**src/rtl/scan_chain_ctrl.sv**
```systemverilog
// ---------------------------------------------------------------------------
// scan_chain_ctrl
//   Drives one scan operation on an external mux-D scan chain:
//     LOAD    : shift the latched pattern in, LSB first (SE=1, SI=pat[k])
//     CAPTURE : one functional clock (SE=0), only when cap_en was latched high
//     UNLOAD  : shift the response out (SE=1, SI=0), resp[k] <= SO
//     DONE    : one-cycle done pulse, then back to IDLE
//   Every output is registered and changes together with the state.
//
// Ports
//   CK      in   clock, rising edge, shared with the scan chain
//   RN      in   asynchronous active-low reset
//   start   in   start request, only looked at in IDLE
//   cap_en  in   1 = load/capture/unload, 0 = loopback (load/unload)
//   abort   in   synchronous cancel of a running operation
//   pat     in   stimulus pattern, latched with start
//   SO      in   Q of the last chain flop (position CHAIN_LEN-1)
//   SE      out  scan enable to all chain flops
//   SI      out  scan input to chain flop 0
//   busy    out  high in every state except IDLE
//   done    out  single-cycle completion pulse
//   resp    out  unloaded response, held from done until the next start
// ---------------------------------------------------------------------------
module scan_chain_ctrl #(
  parameter int CHAIN_LEN = 16
) (
  input  logic                 CK,
  input  logic                 RN,
  input  logic                 start,
  input  logic                 cap_en,
  input  logic                 abort,
  input  logic [CHAIN_LEN-1:0] pat,
  input  logic                 SO,
  output logic                 SE,
  output logic                 SI,
  output logic                 busy,
  output logic                 done,
  output logic [CHAIN_LEN-1:0] resp
);

  localparam int CNT_W = $clog2(CHAIN_LEN);
  localparam logic [CNT_W-1:0] CNT_LAST = CNT_W'(CHAIN_LEN - 1);

  typedef enum logic [2:0] {
    ST_IDLE    = 3'd0,
    ST_LOAD    = 3'd1,
    ST_CAPTURE = 3'd2,
    ST_UNLOAD  = 3'd3,
    ST_DONE    = 3'd4
  } state_e;

  state_e               state_q, state_d;
  logic [CNT_W-1:0]     cnt_q, cnt_d;
  logic [CHAIN_LEN-1:0] pat_q, pat_d;
  logic                 cap_q, cap_d;
  logic [CHAIN_LEN-1:0] shadow_q, shadow_d;
  logic [CHAIN_LEN-1:0] resp_q, resp_d;
  logic                 se_q, se_d;
  logic                 si_q, si_d;
  logic                 busy_q, busy_d;
  logic                 done_q, done_d;
  logic [CNT_W-1:0]     cnt_inc;

  assign cnt_inc = cnt_q + {{(CNT_W-1){1'b0}}, 1'b1};

  // Next-state and next-output logic; outputs default to the idle values.
  always_comb begin
    state_d  = state_q;
    cnt_d    = cnt_q;
    pat_d    = pat_q;
    cap_d    = cap_q;
    shadow_d = shadow_q;
    resp_d   = resp_q;
    se_d     = 1'b0;
    si_d     = 1'b0;
    busy_d   = 1'b0;
    done_d   = 1'b0;

    if (abort && (state_q != ST_IDLE)) begin
      // Cancel: partial shadow bits are simply never transferred to resp.
      state_d = ST_IDLE;
      cnt_d   = {CNT_W{1'b0}};
    end else begin
      case (state_q)
        ST_IDLE: begin
          // abort in IDLE outranks start, so the request is dropped.
          if (start && !abort) begin
            state_d = ST_LOAD;
            pat_d   = pat;
            cap_d   = cap_en;
            cnt_d   = {CNT_W{1'b0}};
            se_d    = 1'b1;
            si_d    = pat[0];
            busy_d  = 1'b1;
          end else begin
            state_d = ST_IDLE;
          end
        end

        ST_LOAD: begin
          busy_d = 1'b1;
          if (cnt_q == CNT_LAST) begin
            cnt_d = {CNT_W{1'b0}};
            if (cap_q) begin
              state_d = ST_CAPTURE;
              se_d    = 1'b0;
            end else begin
              state_d = ST_UNLOAD;
              se_d    = 1'b1;
            end
          end else begin
            // SI for the next LOAD cycle is the next pattern bit.
            cnt_d = cnt_inc;
            se_d  = 1'b1;
            si_d  = pat_q[cnt_inc];
          end
        end

        ST_CAPTURE: begin
          state_d = ST_UNLOAD;
          cnt_d   = {CNT_W{1'b0}};
          se_d    = 1'b1;
          busy_d  = 1'b1;
        end

        ST_UNLOAD: begin
          busy_d          = 1'b1;
          shadow_d[cnt_q] = SO;
          if (cnt_q == CNT_LAST) begin
            // The last bit lands on the same edge that enters DONE,
            // so resp takes the shadow including that bit.
            state_d = ST_DONE;
            cnt_d   = {CNT_W{1'b0}};
            resp_d  = shadow_d;
            done_d  = 1'b1;
          end else begin
            cnt_d = cnt_inc;
            se_d  = 1'b1;
          end
        end

        ST_DONE: begin
          state_d = ST_IDLE;
        end

        default: begin
          state_d = ST_IDLE;
          cnt_d   = {CNT_W{1'b0}};
        end
      endcase
    end
  end

  // State, datapath and output registers with asynchronous clear.
  always_ff @(posedge CK or negedge RN) begin
    if (!RN) begin
      state_q  <= ST_IDLE;
      cnt_q    <= {CNT_W{1'b0}};
      pat_q    <= {CHAIN_LEN{1'b0}};
      cap_q    <= 1'b0;
      shadow_q <= {CHAIN_LEN{1'b0}};
      resp_q   <= {CHAIN_LEN{1'b0}};
      se_q     <= 1'b0;
      si_q     <= 1'b0;
      busy_q   <= 1'b0;
      done_q   <= 1'b0;
    end else begin
      state_q  <= state_d;
      cnt_q    <= cnt_d;
      pat_q    <= pat_d;
      cap_q    <= cap_d;
      shadow_q <= shadow_d;
      resp_q   <= resp_d;
      se_q     <= se_d;
      si_q     <= si_d;
      busy_q   <= busy_d;
      done_q   <= done_d;
    end
  end

  assign SE   = se_q;
  assign SI   = si_q;
  assign busy = busy_q;
  assign done = done_q;
  assign resp = resp_q;

endmodule

```
**config.mk**
```make
export PLATFORM = sky130hd
export DESIGN_NAME = scan_chain_ctrl
export DESIGN_NICKNAME = d
export VERILOG_FILES = /design/src/rtl/scan_chain_ctrl.sv
export SDC_FILE = /design/constraint.sdc
export NUM_CORES = 1
export LEC_CHECK = 0
export ABC_AREA = 1
export CAP_MARGIN = 20
export CELL_PAD_IN_SITES_DETAIL_PLACEMENT = 1
export CELL_PAD_IN_SITES_GLOBAL_PLACEMENT = 1
export CORE_UTILIZATION = 44
export CTS_CLUSTER_SIZE = 16
export DETAILED_ROUTE_END_ITERATION = 12
export HOLD_SLACK_MARGIN = 0.03
export PLACE_DENSITY = 0.86
export SYNTH_ARGS = -nofsm -noshare
export SYNTH_HDL_FRONTEND = slang
export SYNTH_SLANG_ARGS = --single-unit
```
**constraint.sdc**
```tcl
create_clock -name CK -period 3.68 [get_ports CK]
set_clock_uncertainty 0.05 [all_clocks]
set_input_delay 0.736 -clock CK [delete_from_list [all_inputs] [get_ports CK]]
set_output_delay 0.736 -clock CK [all_outputs]
set_load 0.05 [all_outputs]
```
[Yosys cells after proc, flatten, opt, wreduce, memory -nomap -nowiden]
Cells that the tools add are included.
Storage, ports and cells
  register bits after elaboration: 60
  bits of input ports: 22
  word-level logic and storage cells: 67
Operators by class
  add/subtract/negate cells: 1
  order comparisons: 3
  eq/ne operators: 9
  multiplexer cells: 30
  bitwise logic cells: 1
  reduce and logical (&&, ||, !) cells: 13
Operators by type and width (count)
  bitwise mux 16 bit: 1
  2-to-1 mux 1 bit: 16
  2-to-1 mux 4 bit: 3
  one-hot mux 3 bit (4 select lines): 1
  one-hot mux 4 bit (3 select lines): 1
  less-than comparator 4 x 5 -> 1 bit (second input constant): 2
  2-to-1 mux 3 bit: 3
  inequality test 3 bit (second input constant): 3
  equality test 3 x 2 -> 1 bit (second input constant): 2
  AND reduction 2 bit: 3
  AND reduction 3 bit: 2
  adder 4 x 1 -> 4 bit (second input constant): 1
  binary-select mux 1 bit (select 4 bit): 1
  demux 1 bit (select 4 bit): 1
  equality test 4 bit (second input constant): 1
  >= comparator 4 x 1 -> 1 bit (second input constant): 1
  one-hot mux 1 bit (2 select lines): 2
  one-hot mux 1 bit (4 select lines): 1
  equality test 3 x 1 -> 1 bit (second input constant): 1
  equality test 3 bit (second input constant): 1
  logical AND 1 bit: 3
  logical NOT 3 bit: 1
  nonzero test 3 bit: 1
  OR reduction 3 bit: 1
  other kinds (4): 4

[Longest topological paths before layout]
  depth in word-level cells: 6
  depth in mapped cells: 10
  gate-level depth less buffers: 10

[Worst setup path after synthesis]
OpenSTA, ideal clock, no wires.
  path kind: input to register
  start point: in abort
  end point: reg resp_q[10], in the netlist resp[10]
  library setup time: 125 ps
  data arrival time: 1564 ps
  path slack: 1940 ps
  stages: 5
  cell sequence: inv_1 nand2_2 nor2_8 buf_12 mux2_4
On the way
  word-level cells in the longest chain between the ends: 3
Ends and longest elaborated chain
  start, declared: RTL line 31  | input logic abort,
  logical AND 1 bit: RTL line 79  | if (abort && (state_q != ST_IDLE)) begin
  inverter 1 bit (no source line)
  AND reduction 3 bit (no source line)
  end signal, assigned: RTL line 162  | resp_q <= {CHAIN_LEN{1'b0}};
  end signal, assigned: RTL line 173  | resp_q <= resp_d;
  end, declared: RTL line 57  | logic [CHAIN_LEN-1:0] resp_q, resp_d;
Every way passes these cells.
A chain may end at the register's enable or synchronous reset.

[Worst setup path after layout]
  start point: reg resp_q[12], in the netlist resp[12]
  end point: out resp[12]
RTL lines
  end, declared: RTL line 38  | output logic [CHAIN_LEN-1:0] resp
No word-level cell between the ends.

==> impl_summary.log <==
INFO  metric sequential_to_total_area_share_from_yosys_stat = 51.82%
INFO  metric core_area = 6096 sq um
INFO  metric setup_viol_count_final = 0
INFO  metric post_drt_via_cell_ratio = 5.194
INFO  metric netSwitchingFraction = 37.67%
INFO  metric routed.top_layer = met4
INFO  metric max_freq = 435.5 MHz
INFO  metric powerDensity = 650.6 nW/um^2
INFO  metric endpoint_kind = output port
INFO  metric clockRootBuffer = sky130_fd_sc_hd__clkbuf_8
INFO  metric synth_cell_types = 26
INFO  metric dieArea = 6800 sq um
INFO  metric detailedPlace.worstSlack = 1.075 ns
INFO  metric detailedPlacementHpwl = 4.678 mm
INFO  metric outcome = finished, final reports clean
INFO  metric gp_congestion = 0.7636
INFO  metric period_share = 62.40%
INFO  metric rsz_0062_raised_after_global_routing = no
INFO  metric post_cts.repair.setup_buffers = 0
INFO  metric syn-mean-instance-area = 8.766 sq um
INFO  metric share_clk_of_total_power = 27.6%
INFO  metric port_buffers = 41
INFO  metric drv_slew = 0
INFO  metric ys_ff_latch = 59
INFO  metric syn_to_final_growth = 22.31%
INFO  metric final_cell_area = 3485 sq um
INFO  metric dieWidth = 82.47 um
INFO  metric drt-initial-drc-count = 112
INFO  metric grt_antenna_before_repair = 0
INFO  metric tritoncts = built
INFO  metric global_route_wire_length_before_repair = 11.72 mm
INFO  metric post-route-drc-count = 0
INFO  metric route.met2.wl = 3.369 mm
INFO  metric cts.htree.levels = 3
INFO  metric cp.required = 2.89 ns
INFO  metric critPathArrivalTime = 1.51 ns
INFO  metric finalWorstSetupSlack = 1.384 ns
INFO  metric timing.critical_path.from_type = flip-flop
INFO  metric max_cap_violations = 0
INFO  metric synth_area = 2849 sq um
INFO  metric drive_gt1_share = 10.72%
INFO  metric chain_of_cells_forming_the_critical_path = clkdlybuf4s50_1
INFO  metric placedInstanceArea = 3271 sq um
INFO  metric synthesis.nets = 351
INFO  metric layout.filler_cells = 705
INFO  metric drt-met1-wl = 3.221 mm
INFO  metric tritoncts.num_buffers = 9
INFO  metric final_hold_viol_count = 0
INFO  metric metal3_wl = 196 um
INFO  metric cts.repair.resized = 0
INFO  metric num_antenna_cells = 0
INFO  metric pwr-share-comb = 33.2%
INFO  metric cpLargestDelayFamily = buffers and inverters
INFO  metric p_int = 0.001413 W
INFO  metric gr-usage-all-layers = 23.75%
INFO  metric crit_fanout = 2
INFO  metric clock_path_buffers = 2
INFO  metric route.detailed.wl_per_inst = 15.47 um
INFO  metric worst_setup_path_startpoint = resp[12]$_DFFE_PN0P_
INFO  metric die_height = 82.47 um
INFO  metric ys.warnings.count = 0
INFO  metric clock_latency = 0.34 ns
INFO  metric worst-setup-path-type = flip-flop to output port
INFO  metric overflow = 0
INFO  metric power_switching = 0.0008541 W
INFO  metric r2r_start = cnt_q[0]$_DFFE_PN0P_
INFO  metric slowest_delay = 0.81 ns
INFO  metric placementRows = 28
INFO  metric initial_core_util = 46.74%
INFO  metric timing.final.crit_period = 2.296 ns
INFO  metric vias = 2,327
INFO  metric timing.critical_path.slowest_stage_cell = sky130_fd_sc_hd__clkdlybuf4s50_1
INFO  metric dp_cells = 432
INFO  metric static-leakage-power = 1.723 nW
INFO  metric tightestPinTransition = 0.7186 ns
INFO  metric tns = 0 ns
INFO  metric hold_buffers = 0
INFO  metric final_hold_slack = 0.4022 ns
INFO  metric clock-sinks = 59
INFO  metric pin_count_of_the_biggest_net_entering_global_routing = 34
INFO  metric critical_path_buffer_and_inverter_count = 1
INFO  metric syn_inst = 325
INFO  metric maxSlewHeadroom = 52.09%
INFO  metric final_cell_count_no_fill = 448
INFO  metric first_global_vias = 2,440
INFO  metric layout_commonest_cell = sky130_fd_sc_hd__nand2_1
INFO  metric ant_nets = 0
INFO  metric totalWireLength = 6.929 mm
INFO  metric holdCritPathClass = input pin to async pin
INFO  metric nNetsFinal = 394
INFO  metric power.share.sequential = 39.2%
INFO  metric layout_common_cells = 114 x sky130_fd_sc_hd__nand2_1, 59 x sky130_fd_sc_hd__dfrtp_1, 40 x sky130_fd_sc_hd__clkdlybuf4s50_1
INFO  metric peakVddDrop = 410.3 uV
INFO  metric boundaryPins = 42
INFO  metric cts.reportedPaths.clkPinSlew = 0.07 ns
INFO  metric drt-pass1-iter-count = 5
==> state kept, by name (all words and copies together) (netlist names) <==
name	flops
SE	1
SI	1
busy	1
cap_q	1
cnt_q	4
done	1
pat_q	16
resp	16
shadow_q	15
state_q	3
==> final timing paths <==
path | end | slack (ns) | depth (start not counted)
worst max register to register | resp[5]$_DFFE_PN0P_ | 1.43 | 6
max in group asynchronous | shadow_q[4]$_DFFE_PN0P_ | 2.34 | 2
worst min-delay path | pat_q[14]$_DFFE_PN0P_ | 0.40 | 1
worst min register to register | shadow_q[2]$_DFFE_PN0P_ | 0.44 | 2
min in group CK | shadow_q[2]$_DFFE_PN0P_ | 0.44 | 2
worst max-delay path | resp[12] | 1.38 | 1
==> per-stage QoR <==
stage	power [W]	util, %
floorplan	0.001401	-
global placement	0.001584	53.65
detailed placement	0.001637	53.65
CTS	0.002280	57.16
global route	0.002415	57.16
finish	0.002267	57.16
==> layout make-up <==
cell class | count | area [sq um] | share of cell area, %
inverter | 34 | 130.1 | 3.734
multi-input combinational | 221 | 1150 | 33.00
tap | 75 | 93.84 | 2.693
timing repair buffer | 43 | 420.4 | 12.06
clock inverter | 3 | 45.04 | 1.293
sequential | 59 | 1476 | 42.37
clock buffer | 13 | 168.9 | 4.847
==> cells in the mapped netlist <==
cell type                  count  area [sq um]
sky130_fd_sc_hd__nand2_1     114         427.9
sky130_fd_sc_hd__dfrtp_1      59          1476
sky130_fd_sc_hd__inv_1        31         116.4
sky130_fd_sc_hd__o21ai_0      30         150.1
sky130_fd_sc_hd__nand3_1      24         120.1
sky130_fd_sc_hd__nor2_1       13         48.80
sky130_fd_sc_hd__mux2_4        8         120.1
sky130_fd_sc_hd__mux2_2        7         78.83
sky130_fd_sc_hd__a21oi_1       5         25.02
sky130_fd_sc_hd__a31oi_1       5         31.28
sky130_fd_sc_hd__buf_2         4         20.02
sky130_fd_sc_hd__ha_1          4         50.05
sky130_fd_sc_hd__buf_6         3         33.78
sky130_fd_sc_hd__o22ai_1       3         18.77
sky130_fd_sc_hd__buf_4         2         15.01
sky130_fd_sc_hd__inv_2         2         7.510
sky130_fd_sc_hd__xor2_1        2         17.52
sky130_fd_sc_hd__a211oi_1      1         7.510
sky130_fd_sc_hd__buf_12        1         20.02
sky130_fd_sc_hd__clkbuf_1      1         3.750
sky130_fd_sc_hd__inv_4         1         6.260
sky130_fd_sc_hd__nand2_2       1         6.260
sky130_fd_sc_hd__nand2_4       1         11.26
sky130_fd_sc_hd__nor2_4        1         11.26
sky130_fd_sc_hd__nor2_8        1         20.02
sky130_fd_sc_hd__nor3_1        1         5.000
==> cells by family after synthesis <==
kind of cell    Yosys count  synth area share, %
simple gates            156                22.84
flops                    59                51.82
buf+inv                  45                7.817
compound gates           44                8.169
mux                      15                6.983
fa+ha+maj                 4                1.757
xor+xnor                  2               0.6150
==> power groups by stage <==
stage	logic (W)	registers, W	clock network (W)
2_1_floorplan	0.000494	0.000907	0
3_3_place_gp	0.000699	0.000886	0
3_5_place_dp	0.000738	0.000899	0
4_1_cts	0.000756	0.000889	0.000636
5_1_grt	0.000843	0.000907	0.000665
6_report	0.000752	0.000888	0.000627
==> per-layer routing <==
layer / track usage, % / vias to the layer above
met5: 0 / -
li1: - / 1127
met4: 11.58 / 0
met1: 29.96 / 1140
met2: 39.50 / 46
met3: 3.846 / 14
No activity file was read; power rests on OpenSTA's default activity.
